$ cat src/rtl/sync_fifo.sv
`default_nettype none
// ============================================================================
// Module   : sync_fifo
// Purpose  : Single-clock parametrised FIFO with a registered fill level,
//            combinational status flags, programmable almost-full and
//            almost-empty thresholds, and sticky overflow/underflow flags.
//            It can read in standard (registered) or first-word-fall-through
//            mode.
// Revision : 1.0  initial release
// ============================================================================
module sync_fifo #(
    parameter int DATA_WIDTH = 8,
    parameter int ADDR_WIDTH = 6,
    parameter bit FWFT       = 1'b0
) (
    input  logic                  clk,
    input  logic                  rst_n,
    input  logic                  wr_en,
    input  logic [DATA_WIDTH-1:0] data_in,
    input  logic                  rd_en,
    output logic [DATA_WIDTH-1:0] data_out,
    input  logic [ADDR_WIDTH:0]   af_thresh,
    input  logic [ADDR_WIDTH:0]   ae_thresh,
    input  logic                  clr_err,
    output logic [ADDR_WIDTH:0]   level,
    output logic                  full,
    output logic                  empty,
    output logic                  half,
    output logic                  almost_full,
    output logic                  almost_empty,
    output logic                  overflow,
    output logic                  underflow
);

    localparam int                c_DEPTH_INT = 1 << ADDR_WIDTH;
    localparam logic [ADDR_WIDTH:0] c_DEPTH   = {1'b1, {ADDR_WIDTH{1'b0}}};
    localparam logic [ADDR_WIDTH:0] c_HALF    = c_DEPTH >> 1;
    localparam logic [ADDR_WIDTH:0] c_ONE     = {{ADDR_WIDTH{1'b0}}, 1'b1};
    localparam logic [ADDR_WIDTH:0] c_ZERO    = {(ADDR_WIDTH+1){1'b0}};

    logic [DATA_WIDTH-1:0] r_mem [c_DEPTH_INT];
    logic [ADDR_WIDTH:0]   r_wptr;
    logic [ADDR_WIDTH:0]   r_rptr;
    logic [ADDR_WIDTH:0]   r_level;
    logic                  r_overflow;
    logic                  r_underflow;
    logic                  w_wr_acc;
    logic                  w_rd_acc;

    // Accept only what the current occupancy allows; a full FIFO still
    // accepts a read, an empty one still accepts a write.
    assign w_wr_acc = wr_en && !full;
    assign w_rd_acc = rd_en && !empty;

    // Status flags come straight from the registered level.
    assign level        = r_level;
    assign full         = (r_level == c_DEPTH);
    assign empty        = (r_level == c_ZERO);
    assign half         = (r_level >= c_HALF);
    assign almost_full  = (r_level >= af_thresh);
    assign almost_empty = (r_level <= ae_thresh);
    assign overflow     = r_overflow;
    assign underflow    = r_underflow;

    // Storage write; memory contents are deliberately not reset.
    always_ff @(posedge clk) begin
        if (w_wr_acc) begin
            r_mem[r_wptr[ADDR_WIDTH-1:0]] <= data_in;
        end
    end

    // Pointer and occupancy bookkeeping; pointers wrap modulo 2*DEPTH.
    always_ff @(posedge clk or negedge rst_n) begin
        if (!rst_n) begin
            r_wptr  <= c_ZERO;
            r_rptr  <= c_ZERO;
            r_level <= c_ZERO;
        end else begin
            if (w_wr_acc) begin
                r_wptr <= r_wptr + c_ONE;
            end
            if (w_rd_acc) begin
                r_rptr <= r_rptr + c_ONE;
            end
            case ({w_wr_acc, w_rd_acc})
                2'b10:   r_level <= r_level + c_ONE;
                2'b01:   r_level <= r_level - c_ONE;
                default: r_level <= r_level;
            endcase
        end
    end

    // Sticky error flags; a set event wins over a same-cycle clear.
    always_ff @(posedge clk or negedge rst_n) begin
        if (!rst_n) begin
            r_overflow  <= 1'b0;
            r_underflow <= 1'b0;
        end else begin
            if (wr_en && full) begin
                r_overflow <= 1'b1;
            end else if (clr_err) begin
                r_overflow <= 1'b0;
            end
            if (rd_en && empty) begin
                r_underflow <= 1'b1;
            end else if (clr_err) begin
                r_underflow <= 1'b0;
            end
        end
    end

    generate
        if (FWFT) begin : g_fwft
            // Head word is presented combinationally; invalid while empty.
            assign data_out = r_mem[r_rptr[ADDR_WIDTH-1:0]];
        end else begin : g_std
            logic [DATA_WIDTH-1:0] r_dout;

            // Registered read port; holds its value between accepted reads.
            always_ff @(posedge clk or negedge rst_n) begin
                if (!rst_n) begin
                    r_dout <= {DATA_WIDTH{1'b0}};
                end else if (w_rd_acc) begin
                    r_dout <= r_mem[r_rptr[ADDR_WIDTH-1:0]];
                end
            end

            assign data_out = r_dout;
        end
    endgenerate

endmodule
`default_nettype wire

$ cat config.mk
export PLATFORM = sky130hd
export DESIGN_NAME = sync_fifo
export DESIGN_NICKNAME = d
export VERILOG_FILES = /design/src/rtl/sync_fifo.sv
export SDC_FILE = /design/constraint.sdc
export NUM_CORES = 1
export LEC_CHECK = 0
export CORE_ASPECT_RATIO = 1.4
export CORE_UTILIZATION = 55
export DETAILED_ROUTE_END_ITERATION = 7
export PLACE_DENSITY = 0.75
export REMOVE_ABC_BUFFERS = 1
export SKIP_LAST_GASP = 1
export SLEW_MARGIN = 10
export SYNTH_ARGS = -nofsm -noshare
export SYNTH_HDL_FRONTEND = slang
export SYNTH_SLANG_ARGS = --single-unit
export TNS_END_PERCENT = 1
$ cat constraint.sdc
create_clock -name clk -period 4.5 [get_ports clk]
set_input_delay 0.45 -clock clk [delete_from_list [all_inputs] [get_ports clk]]
set_output_delay 0.45 -clock clk [all_outputs]
set_load 0.01 [all_outputs]
==> flow_summary.html <==
<table>
<tr><th>Metric</th><th>Value</th></tr>
<tr><th colspan="2">Status</th></tr>
<tr><td>Result of the run</td><td>completed</td></tr>
<tr><th colspan="2">Timing</th></tr>
<tr><td>Final Critical Period</td><td>~3700 ps</td></tr>
<tr><td>Share of the clock period used by the worst path after layout</td><td>0.825</td></tr>
<tr><td>Highest clock rate</td><td>roughly 0.27 GHz</td></tr>
<tr><td>Clock Skew</td><td>about 18 ps</td></tr>
<tr><td>Final critical-path setup slack</td><td>slightly below 800 ps</td></tr>
<tr><td>Tightest Pin Transition</td><td>between 1000 and 1500 ps</td></tr>
<tr><td>Final Hold Vio Count</td><td>0</td></tr>
<tr><td>Fin. max-slew vios</td><td>0</td></tr>
<tr><td>RSZ-0062 raised after global routing</td><td>false</td></tr>
<tr><td>Slew Limit Headroom</td><td>0.320</td></tr>
<tr><td>Final Setup Violations</td><td>0</td></tr>
<tr><th colspan="2">Pwr</th></tr>
<tr><td>Share of total power in the clock network</td><td>0.278</td></tr>
<tr><td>Combinational cell fraction of total power</td><td>0.287</td></tr>
<tr><td>Switching portion of total power</td><td>0.299</td></tr>
<tr><td>Total power consumption of the routed design</td><td>between 10,000 and 15,000 uW</td></tr>
<tr><td>Internal power</td><td>just over 10,000 uW</td></tr>
<tr><td>Flop pwr share</td><td>0.436</td></tr>
<tr><td>Leakage</td><td>0.00789 uW</td></tr>
<tr><td>Maximum VDD drop</td><td>0.357 mV</td></tr>
<tr><td>Power density normalized to cell area</td><td>approximately 590 mW/mm^2</td></tr>
<tr><td>Switching Power</td><td>~4300 uW</td></tr>
<tr><th colspan="2">Drt</th></tr>
<tr><td>Final routed wirelength across all metal layers</td><td>approximately 46,000 um</td></tr>
<tr><td>Iteration count of the initial detailed-routing pass</td><td>7</td></tr>
<tr><td>Via count</td><td>roughly 10,000</td></tr>
<tr><td>Mean number of vias per cell</td><td>between 6 and 7</td></tr>
<tr><td>Remaining antenna violation count</td><td>0</td></tr>
<tr><td>Remaining DRCs</td><td>0</td></tr>
<tr><td>Post-DR wirelength/cell</td><td>~27 um</td></tr>
<tr><td>Initial DRC Count</td><td>roughly 1,100</td></tr>
<tr><th colspan="2">Layout</th></tr>
<tr><td>Inserted Diodes</td><td>0</td></tr>
<tr><td>Nets@finish</td><td>between 1,000 and 1,500</td></tr>
<tr><td>Synth-to-Final Area Change</td><td>12.6%</td></tr>
<tr><td>Fraction of final layout cells sized beyond drive strength 1</td><td>0.243</td></tr>
<tr><td>Fill cells</td><td>2,554</td></tr>
<tr><td>Most frequent standard cell in the layout excluding fill and tap cells</td><td>sky130_fd_sc_hd__edfxtp_1</td></tr>
<tr><td>FF/Latch Area</td><td>0.0161 sq mm</td></tr>
<tr><td>Area occupied by multi-input gates</td><td>between 0.005 and 0.006 sq mm</td></tr>
<tr><td>Commonest non-fill, non-tap cells in the layout</td><td>sky130_fd_sc_hd__edfxtp_1 (512), sky130_fd_sc_hd__mux4_2 (138), sky130_fd_sc_hd__nor2_1 (78), sky130_fd_sc_hd__clkbuf_16 (49), sky130_fd_sc_hd__buf_4 (42)</td></tr>
<tr><th colspan="2">Floorplan</th></tr>
<tr><td>Initial Utilization</td><td>0.559</td></tr>
<tr><td>Top-Level Pins</td><td>49</td></tr>
<tr><td>Chip Height</td><td>about 240 um</td></tr>
<tr><td>Floorplan die width</td><td>about 170 um</td></tr>
<tr><td>Core box area</td><td>between 0.03 and 0.04 sq mm</td></tr>
<tr><td>Core Rows</td><td>85</td></tr>
<tr><td>Die area</td><td>0.0401 sq mm</td></tr>
<tr><th colspan="2">Clocking</th></tr>
<tr><td>Post-CTS setup buffers</td><td>0</td></tr>
<tr><td>Clock tree from TritonCTS</td><td>yes</td></tr>
<tr><td>Number of buffers between clock root and the deepest sink</td><td>3</td></tr>
<tr><td>Root Buffer</td><td>sky130_fd_sc_hd__clkbuf_16</td></tr>
<tr><td>Num CTS Buffers</td><td>47</td></tr>
<tr><td>Number of buffers inserted for hold repair after clock tree synthesis</td><td>0</td></tr>
<tr><td>CTS sink count</td><td>approximately 540</td></tr>
<tr><td>Clock Pin Slew Worst Setup and Hold Paths</td><td>approximately 70 ps</td></tr>
<tr><td>Maximum level of the CTS H-tree</td><td>2</td></tr>
<tr><td>Clk Latency, worst-skew pair</td><td>560 ps</td></tr>
<tr><td>CTS resizes</td><td>0</td></tr>
<tr><th colspan="2">Setup path</th></tr>
<tr><td>Setup crit end kind</td><td>register</td></tr>
<tr><td>Sort of element at the start of the critical path</td><td>register</td></tr>
<tr><td>R2R setup slack</td><td>790 ps</td></tr>
<tr><td>Signal arrival time at the worst endpoint</td><td>between 4000 and 5000 ps</td></tr>
<tr><td>Largest driver fanout on the critical path</td><td>8</td></tr>
<tr><td>CP Data Required Time</td><td>around 5000 ps</td></tr>
<tr><td>Critical path start-end classification</td><td>register to register</td></tr>
<tr><th colspan="2">Synthesis</th></tr>
<tr><td>Most frequently used flop master after synthesis</td><td>sky130_fd_sc_hd__edfxtp_1</td></tr>
<tr><td>Mean area per synthesized cell</td><td>roughly 20 sq um</td></tr>
<tr><td>Distinct cell type count after synthesis</td><td>41</td></tr>
<tr><td>Synthesized area</td><td>roughly 0.022 sq mm</td></tr>
<tr><td>Synthesized netlist cell count</td><td>1,062</td></tr>
<tr><td>Number of enable flip-flop cells after synthesis</td><td>512</td></tr>
<tr><td>Share of flip-flops with an asynchronous set or reset after synthesis</td><td>0.0536</td></tr>
<tr><td>Share of the yosys chip area belonging to registers</td><td>0.746</td></tr>
<tr><td>Number of register bits inferred by synthesis</td><td>541</td></tr>
<tr><td>Synthesis warning total</td><td>0</td></tr>
<tr><th colspan="2">Place</th></tr>
<tr><td>Count of buffers from port buffering</td><td>48</td></tr>
<tr><td>Pre-CTS setup slack</td><td>roughly 860 ps</td></tr>
<tr><td>Global placer's final weighted congestion</td><td>roughly 0.85</td></tr>
<tr><td>Final HPWL from detailed placement</td><td>between 20,000 and 30,000 um</td></tr>
<tr><th colspan="2">Global routing</th></tr>
<tr><td>Grt ovf</td><td>0</td></tr>
<tr><td>Maximum number of pins on one net before global-route repair</td><td>70</td></tr>
<tr><td>First-pass GRT wire length</td><td>69,700 um</td></tr>
<tr><td>Number of antenna violations at the first check in global routing</td><td>0</td></tr>
<tr><td>Combined global-route utilization of all metal layers</td><td>0.242</td></tr>
<tr><td>Number of global-route vias before repair</td><td>about 11,000</td></tr>
<tr><th colspan="2">Worst hold path</th></tr>
<tr><td>Worst min-delay path category</td><td>primary input to async pin</td></tr>
<tr><th colspan="2">Run</th></tr>
<tr><td>Total of max-cap violations</td><td>0</td></tr>
</table>
-- layer usage --
layer | global-route usage | up-vias | part of all wire
met5 | 0 | - | 0
met4 | 0.0915 | 0 | 0.037
met3 | 0.0315 | 92 | 0.058
met2 | 0.416 | 445 | 0.52
met1 | 0.315 | 5454 | 0.38
li1 | - | 4485 | -
-- cell families (layout without fill, tap and decap cells) --
| family | count (synthesis) | in the layout | share of synthesized area |
|---|---|---|---|
| flops | 541 | 541 | 0.746 |
| mux | 186 | 186 | 0.167 |
| simple gates | 143 | 143 | 0.0307 |
| buf+inv | 82 | 203 | 0.0170 |
| compound gates | 73 | 73 | 0.0199 |
| fa+ha+maj | 23 | 23 | 0.0137 |
| xor+xnor | 14 | 14 | 0.00568 |
-- metrics by stage --
step / hold WS [ps] / utilization / cell area, sq um / setup TNS, ps / instances
5_1_grt: 299 / 0.629 / 24300 / 0 / 1705
3_3_place_gp: 511 / 0.590 / 22800 / 0 / 1619
4_1_cts: 263 / 0.629 / 24300 / 0 / 1705
6_report: 274 / 0.629 / 24300 / 0 / 1705
2_1_floorplan: 154 / - / 21300 / -26800 / 1005
3_5_place_dp: 516 / 0.590 / 22800 / 0 / 1619
-- worst max-delay path, cell delays in order (launching register included) --
cell	delay (ps)
sky130_fd_sc_hd__dfrtp_1	460
sky130_fd_sc_hd__or4_1	590
sky130_fd_sc_hd__nor4b_4	280
sky130_fd_sc_hd__nor2b_1	200
sky130_fd_sc_hd__inv_1	180
sky130_fd_sc_hd__ha_1	330
sky130_fd_sc_hd__ha_1	320
sky130_fd_sc_hd__nor2b_1	150
sky130_fd_sc_hd__o21ai_0	230
sky130_fd_sc_hd__a21oi_1	150
sky130_fd_sc_hd__or4_1	480
sky130_fd_sc_hd__nand3_1	110
sky130_fd_sc_hd__xor2_1	140
-- state kept, by name (all words and copies together), names as in the netlist --
register / flops
data_out: 8
level: 7
underflow: 1
r_wptr: 6
r_mem: 512
overflow: 1
r_rptr: 6
-- cell usage after synthesis (2+ instances only) --
cell type	n	area, sq um
sky130_fd_sc_hd__buf_2	20	100
sky130_fd_sc_hd__xor2_1	5	43.8
sky130_fd_sc_hd__edfxtp_1	512	15400
sky130_fd_sc_hd__nor2b_1	5	31.3
sky130_fd_sc_hd__o21ai_0	18	90.1
sky130_fd_sc_hd__nand2_1	25	93.8
sky130_fd_sc_hd__nand2b_1	4	25.0
sky130_fd_sc_hd__xnor2_1	9	78.8
sky130_fd_sc_hd__a211oi_1	7	52.6
sky130_fd_sc_hd__nand3b_1	4	30.0
sky130_fd_sc_hd__or4_1	2	15.0
sky130_fd_sc_hd__inv_1	25	93.8
sky130_fd_sc_hd__nor2_1	78	293
sky130_fd_sc_hd__mux4_2	138	3110
sky130_fd_sc_hd__clkbuf_1	24	90.1
sky130_fd_sc_hd__buf_6	3	33.8
sky130_fd_sc_hd__nand3_1	7	35.0
sky130_fd_sc_hd__a21oi_1	21	105
sky130_fd_sc_hd__mux2_2	16	180
sky130_fd_sc_hd__ha_1	22	275
sky130_fd_sc_hd__dfrtp_1	29	726
sky130_fd_sc_hd__nand4_1	4	25.0
sky130_fd_sc_hd__o22ai_1	18	113
sky130_fd_sc_hd__mux2i_1	32	320
sky130_fd_sc_hd__buf_4	3	22.5
sky130_fd_sc_hd__buf_1	7	26.3
sky130_fd_sc_hd__a21o_1	5	37.5
sky130_fd_sc_hd__nand4b_1	2	17.5
sky130_fd_sc_hd__or2_2	3	18.8
sky130_fd_sc_hd__or3b_2	2	17.5
sky130_fd_sc_hd__and3_1	2	12.5
-- final timing paths --
check | from | to | cells after the start
worst max-delay path | level[4] | level[6] | 12
max in group asynchronous | rst_n | r_rptr[0] | 2
worst min register to register | overflow | overflow | 2
worst max register to register | level[4] | level[6] | 12
worst min-delay path | rst_n | level[5] | 2
min in group clk | wr_en | overflow | 3
-- power groups by stage --
stage | Clock [uW] | Sequential (uW) | Combinational, uW
after CTS | 4050 | 6260 | 4150
final | 3990 | 6260 | 4120
after global routing | 4230 | 6300 | 4360
after global placement | 0 | 6350 | 4080
after detailed placement | 0 | 6360 | 4120
after floorplan | 0 | 6570 | 2620
-- cell type report --
type	count	area share
Tap cell	522	0.0269
Sequential cell	541	0.663
Timing Repair Buffer	92	0.0328
Clock buffer	55	0.0514
Clock inverter	31	0.0114
Inverter	25	0.00386
Multi-Input combinational cell	439	0.211
Note: power is estimated with default switching activity, not from simulation.
